==> src/rtl/rr_alu_sequencer.sv <==
// Control sequencer for register-to-register ALU instructions.
// It latches one instruction per start and issues data_path strobes from registered outputs.
module rr_alu_sequencer #(
  parameter int NUM_REGS = 16
) (
  input  logic                Clock,
  input  logic                clear,
  input  logic                start,
  input  logic [31:0]         IR,
  output logic [NUM_REGS-1:0] Rout,
  output logic [NUM_REGS-1:0] Rin,
  output logic                Yin,
  output logic                ZHighin,
  output logic                Zlowin,
  output logic                Zlowout,
  output logic                Zhighout,
  output logic                HIin,
  output logic                LOin,
  output logic [4:0]          op,
  output logic                busy,
  output logic                done,
  output logic                err
);

  typedef enum logic [2:0] {
    S_IDLE, S_T_Y, S_T_ALU, S_T_WRL, S_T_WRH, S_FIN, S_ERR
  } state_t;

  localparam logic [NUM_REGS-1:0] ONE = {{(NUM_REGS-1){1'b0}}, 1'b1};

  state_t              state_q, state_d;
  logic [16:0]         ir_q, ir_d;   // IR[31:15]: opcode, Ra, Rb, Rc
  logic [NUM_REGS-1:0] rout_q, rout_d, rin_q, rin_d;
  logic                yin_q, yin_d, zhighin_q, zhighin_d, zlowin_q, zlowin_d;
  logic                zlowout_q, zlowout_d, zhighout_q, zhighout_d;
  logic                hiin_q, hiin_d, loin_q, loin_d;
  logic [4:0]          op_q, op_d;
  logic                busy_q, busy_d, done_q, done_d, err_q, err_d;

  // Low instruction bits carry no meaning for this block.
  logic ir_low_unused;
  assign ir_low_unused = ^IR[14:0];

  function automatic logic is_wide(input logic [4:0] opc);
    return (opc == 5'd15) || (opc == 5'd16);
  endfunction

  function automatic logic is_illegal(input logic [4:0] opc);
    return opc[4] & opc[3];
  endfunction

  always_comb begin
    state_d = state_q;
    ir_d    = ir_q;
    case (state_q)
      S_IDLE: begin
        if (start) begin
          ir_d    = IR[31:15];
          state_d = is_illegal(IR[31:27]) ? S_ERR : S_T_Y;
        end
      end
      S_T_Y:   state_d = S_T_ALU;
      S_T_ALU: state_d = S_T_WRL;
      S_T_WRL: state_d = is_wide(ir_q[16:12]) ? S_T_WRH : S_FIN;
      S_T_WRH: state_d = S_FIN;
      default: state_d = S_IDLE;
    endcase
  end

  // Outputs are decoded from the next state so they are ready as registers.
  always_comb begin
    rout_d     = '0;
    rin_d      = '0;
    yin_d      = 1'b0;
    zhighin_d  = 1'b0;
    zlowin_d   = 1'b0;
    zlowout_d  = 1'b0;
    zhighout_d = 1'b0;
    hiin_d     = 1'b0;
    loin_d     = 1'b0;
    op_d       = 5'd0;
    done_d     = 1'b0;
    err_d      = 1'b0;
    busy_d     = (state_d != S_IDLE);
    case (state_d)
      S_T_Y: begin
        rout_d = ONE << ir_d[7:4];
        yin_d  = 1'b1;
      end
      S_T_ALU: begin
        rout_d    = ONE << ir_d[3:0];
        zhighin_d = 1'b1;
        zlowin_d  = 1'b1;
        op_d      = ir_d[16:12];
      end
      S_T_WRL: begin
        zlowout_d = 1'b1;
        if (is_wide(ir_d[16:12])) loin_d = 1'b1;
        else                      rin_d  = ONE << ir_d[11:8];
      end
      S_T_WRH: begin
        zhighout_d = 1'b1;
        hiin_d     = 1'b1;
      end
      S_FIN: done_d = 1'b1;
      S_ERR: begin
        done_d = 1'b1;
        err_d  = 1'b1;
      end
      default: ;
    endcase
  end

  always_ff @(posedge Clock or negedge clear) begin
    if (!clear) begin
      state_q    <= S_IDLE;
      ir_q       <= '0;
      rout_q     <= '0;
      rin_q      <= '0;
      yin_q      <= 1'b0;
      zhighin_q  <= 1'b0;
      zlowin_q   <= 1'b0;
      zlowout_q  <= 1'b0;
      zhighout_q <= 1'b0;
      hiin_q     <= 1'b0;
      loin_q     <= 1'b0;
      op_q       <= 5'd0;
      busy_q     <= 1'b0;
      done_q     <= 1'b0;
      err_q      <= 1'b0;
    end else begin
      state_q    <= state_d;
      ir_q       <= ir_d;
      rout_q     <= rout_d;
      rin_q      <= rin_d;
      yin_q      <= yin_d;
      zhighin_q  <= zhighin_d;
      zlowin_q   <= zlowin_d;
      zlowout_q  <= zlowout_d;
      zhighout_q <= zhighout_d;
      hiin_q     <= hiin_d;
      loin_q     <= loin_d;
      op_q       <= op_d;
      busy_q     <= busy_d;
      done_q     <= done_d;
      err_q      <= err_d;
    end
  end

  assign Rout     = rout_q;
  assign Rin      = rin_q;
  assign Yin      = yin_q;
  assign ZHighin  = zhighin_q;
  assign Zlowin   = zlowin_q;
  assign Zlowout  = zlowout_q;
  assign Zhighout = zhighout_q;
  assign HIin     = hiin_q;
  assign LOin     = loin_q;
  assign op       = op_q;
  assign busy     = busy_q;
  assign done     = done_q;
  assign err      = err_q;

endmodule

==> config.mk <==
export PLATFORM = sky130hd
export DESIGN_NAME = rr_alu_sequencer
export DESIGN_NICKNAME = d
export VERILOG_FILES = /design/src/rtl/rr_alu_sequencer.sv
export SDC_FILE = /design/constraint.sdc
export NUM_CORES = 1
export LEC_CHECK = 0
export BUFFER_PORTS_ARGS = -buffer_cell sky130_fd_sc_hd__buf_2
export CELL_PAD_IN_SITES_DETAIL_PLACEMENT = 1
export CELL_PAD_IN_SITES_GLOBAL_PLACEMENT = 2
export CORE_MARGIN = 2
export CORE_UTILIZATION = 31
export DETAILED_ROUTE_END_ITERATION = 8
export PLACE_DENSITY_LB_ADDON = 0.1
export SLEW_MARGIN = 20
export SYNTH_ARGS = -nofsm -noshare
export SYNTH_HDL_FRONTEND = slang
export SYNTH_SLANG_ARGS = --single-unit
==> constraint.sdc <==
create_clock -name Clock -period 2.7 [get_ports Clock]
set_clock_uncertainty 0.15 [all_clocks]
set_input_delay 0.405 -clock Clock [delete_from_list [all_inputs] [get_ports Clock]]
set_output_delay 0.405 -clock Clock [all_outputs]
set_load 0.1 [all_outputs]
-- Word-level counts from Yosys, hierarchy flattened
Index checks and enable logic that the tools add are counted.
- output and inout bits: 47
- bits in registers: 65
- word-level logic and storage cells: 54
- bitwise gates (word level): 1
- multiplexer cells: 18
- equal/unequal tests: 14
- shift operators: 3
- reduce and logical (&&, ||, !) cells: 5
- operators with widths (operator ; count):
    $shl 1x4->16 const A ; 3
    $mux 17 ; 2
    $mux 16 ; 2
    $pmux 16 s2 ; 1
    $pmux 3 s5 ; 1
    $eq 3x2->1 const B ; 4
    $eq 3x3->1 const B ; 4
    $eq 5x4->1 const B ; 2
    $eq 5x5->1 const B ; 2
    $mux 1 ; 9
    $eq 3x1->1 const B ; 2
    $mux 3 ; 2
    $mux 5 ; 1
    $logic_not 3->1 ; 1
    $reduce_bool 3->1 ; 1
    $logic_or 1x1->1 ; 2
    $reduce_or 2->1 ; 1
    $and 1x1->1 ; 1

-- Depth between registers and ports, before layout
- depth in word-level cells: 7
- gate-level depth with buffers: 7

-- Least setup slack after synthesis
Ideal clock, no wire load.
- kind: register -> register
- start point: reg state_q[2]
- end point: reg rin_q[10] (netlist: Rin[10])
- data arrival time: 1.627 ns
- stages on the path, launching flop included: 7
- slack: 0.798 ns
- clock period less this slack: 1.902 ns
- setup time: 0.126 ns
- data required time: 2.424 ns
- cells stage by stage: dfrtp_1 > buf_2 > or4b_1 > clkbuf_1 > buf_4 > a31oi_2 > nor2_1
- word-level cells in the longest chain between the ends: 6
- elaborated cells between the ends (all ways): 15
- ends and longest elaborated chain (element ; line ; RTL):
    start, declared ; 31 ; state_t state_q, state_d;
    start signal, assigned ; 132 ; state_q <= state_d;
    $logic_not 3->1 ; 55 ; case (state_q)
    $mux 17 ; 55 ;
    $eq 5x4->1 or $eq 5x5->1 (tied branches) ; 45 ; return (opc == 5'd15) || (opc == 5'd16);
    $logic_or 1x1->1 ; 45 ;
    $mux 16 ; 98 ; if (is_wide(ir_d[16:12])) loin_d = 1'b1;
    $mux 16 * ; 85 ; case (state_d)
    net rin_d[10] ; 33 ; logic [NUM_REGS-1:0] rout_q, rout_d, rin_q, rin_d;
    end signal, assigned ; 135 ; rin_q <= rin_d;
    end, declared ; 33 ;
Mark *: on every way through the listed nets, which the timed path passes. The rest lies on a longest branch.

-- Worst setup path in the final report
- start point: reg state_q[1]
- end point: reg rin_q[13] (netlist: Rin[13])
Same word-level chain as after synthesis.

==> metrics.yaml <==
run_status:
  status: "finished clean"
clock_network:
  ctsLongestPathBuffers: 2
  worst_setup_hold_path_clk_slew_ps: 70
  cts.root.buffer_cell: "clkbuf_8"
  cts_buffers: 9
  cts.htree.levels: 3
  worst_skew_pair_latency_ps: 340
  cts_setup_buffers: 0
  tritoncts: "built"
  clkSinkCount: 64
worst_setup_path:
  critPathKind: "reg -> reg"
  crit_required_ps: 2770
  critical_path.cell_chain: "buf_4, or4b_1, buf_4, and2_1, a32oi_1, nor3_1"
  cp_slowest_cell: "or4b_1"
  path_max_fanout: 14
  timing.critical_path.to_type: "flip-flop"
  worst_path_largest_cell_delay_ps: 530
  cp-start-kind: "flip-flop"
  rr_worst_depth: 6
  critical_path_data_arrival_time_ps: 2250
  worst_path_most_repeated_cell: "buf_4"
global_routing:
  antenna_found_initial: 0
  gr-max-usage-layer: "met2"
  global_route.usage.met2_pct: 25.6
  met3_usage_pct: 4.47
  globalRouteTotalUtil_pct: 15.7
  grt_start_max_net_pins: 41
  wire_length_of_the_first_global_routing_pass_microns: 10500
  globalRouteOverflowTotal: 0
  first_global_vias: 2016
  grt_use_met1_pct: 19.4
drt:
  avgViaCountPerCell: 4.67
  detail_route.first_pass.iterations: 4
  post-route-drc-count: 0
  post_drt_wl_per_cell_microns: 15.2
  number_of_antenna_violating_nets_in_the_routed_design: 0
  drtIter0Drc: 54
  via_count_of_the_routed_design: 1970
  drt-total-wl_microns: 6420
yosys:
  post_synth_instance_area_sq_mm: 0.00256
  synth_warnings: 0
  synthArstFlopShare_pct: 100
  synthesis.instances: 233
  synth.distinct_cells: 44
  postSynthRegisterBits: 64
  post_synth_edffs: 0
  synth.avg_cell_area_sq_um: 11.0
  synth_ff_type: "dfrtp_1"
  syn-num-nets: 268
  seq_area_frac_synth_pct: 62.6
cells_and_area:
  insertedDiodeCount: 0
  area.growth.synth_to_final_pct: 27.3
  final_design_area_no_fill_sq_mm: 0.00326
  final_common_cell: "buf_2"
  design.final.nets: 347
  final_layout_size_suffix_gt1_share_pct: 32.2
  post_layout_nonfiller_instances: 422
  final_cell_mix: "buf_2, dfrtp_1, nand2_1"
  post-route-util_pct: 40.2
power_and_ir_drop:
  leakage_nw: 1.69
  cellPowerDensity_mw_per_mm2: 1260
  vdd_drop_max_v: 0.000433
placement:
  place.detailed.hpwl_microns: 4550
  dpl.cell_count: 405
  post-place-ws_ps: 533
  gp_congestion: 0.724
  io_buffer_count: 66
  detailed_place.area_sq_mm: 0.00305
die:
  coreArea_sq_mm: 0.00809
  floorplan.die_area_sq_mm: 0.00899
  die-width_microns: 94.8
  start_util_pct: 31.6
  floorplan.die.height_microns: 94.8
  io_pins: 82
  core.rowCount: 33
timing:
  fin_tns_setup_ps: 0
  final-max-slew-violation-count: 0
  max_freq_mhz: 457
  setup_ws_ps: 514
  layout_worst_path_cycle_share_pct: 81.0
  setup_repair_after_global_routing_missed_its_margin: "no"
  worst_slew_margin_rel_pct: 58.0
  worst-slew-pin-transition_ps: 630
  report.final.hold_viol_count: 0
  period_needed_ps: 2190
  final_number_of_setup_violating_endpoints: 0
run:
  cap_viol_max_count: 0
worst_hold_path:
  worst_hold_path_type: "in -> reg"
  hold_path_depth: 3
sequential cells by signal, indices dropped and copies added (netlist names):
register,flops
err,1
done,1
ir_q,16
state_q,3
Rout,16
Rin,16
HIin,1
busy,1
LOin,1
Zlowout,1
Zlowin,1
Yin,1
op,5
cell type report:
class | instances | area (sq um)
well taps | 105 | 131
flip-flops and latches | 64 | 1600
clock buffers | 9 | 124
multi-input cells | 152 | 862
clock inverters | 7 | 71.3
inverters | 6 | 22.5
fillers | 948 | 4840
repair buffers | 79 | 443
cells by family after synthesis:
group           after synthesis  share of synthesized area, %
compound gates               29                          7.39
mux                           5                          2.01
flops                        64                          62.6
simple gates                118                          24.3
buf+inv                      17                          3.67
what timing repair did:
item	in CTS	in global routing
resized for setup	0	0
endpoints found under the setup margin	0	0
hold buffers	1	0
hold endpoints to repair	24	0
worst max-delay path, delay by kind of cell (launching register included):
| kind | cells | cell delay [ps] |
|---|---|---|
| AND/OR/NAND/NOR | 3 | 800 |
| flip-flops | 1 | 450 |
| AO/OA/AOI/OAI | 1 | 230 |
| buffers and inverters | 2 | 420 |
final timing paths:
path / slack [ps] / to / startpoint
worst max-delay path: 510 / Rin[13]$_DFF_PN0_ / state_q[1]$_DFF_PN0_
worst min-delay path: 100 / ir_q[2]$_DFF_PN0_ / IR[17]
worst max register to register: 510 / Rin[13]$_DFF_PN0_ / state_q[1]$_DFF_PN0_
worst min register to register: 360 / ir_q[7]$_DFF_PN0_ / ir_q[7]$_DFF_PN0_
max in group asynchronous: 1320 / Yin$_DFF_PN0_ / clear
min in group asynchronous: 460 / Rin[4]$_DFF_PN0_ / clear
per-layer routing:
layer  routed length [microns]  vias up
li1                          -      950
met1                      2910      961
met2                      3090       50
met3                       296        9
met4                       122        0
met5                         0        -
where the power goes:
part	internal [mW]	switching [mW]
Sequential	1.20	0.156
Clock	0.425	0.395
Combinational	0.465	1.48
Total	2.09	2.03
metrics by stage:
step	power, mW	hold slack, ps
detailed placement	3.33	317
CTS	4.18	75.7
global route	4.38	103
finish	4.11	95.9
floorplan	2.87	-40.6
global placement	3.31	319
Yosys cell counts, types with 3 or more instances:
master	count	area share, %
nor3_1	3	0.59
mux2i_1	4	1.6
nand3_1	4	0.78
nor4_1	3	0.73
buf_2	3	0.59
clkbuf_1	3	0.44
inv_1	5	0.73
dfrtp_1	64	63
nor2_1	30	4.4
nand2_1	41	6.0
nor3b_1	6	1.8
nor2b_1	8	2.0
a21oi_1	9	1.8
buf_4	3	0.88
a31oi_1	5	1.2
o21ai_0	4	0.78
Note: power is estimated with default switching activity, not from simulation.
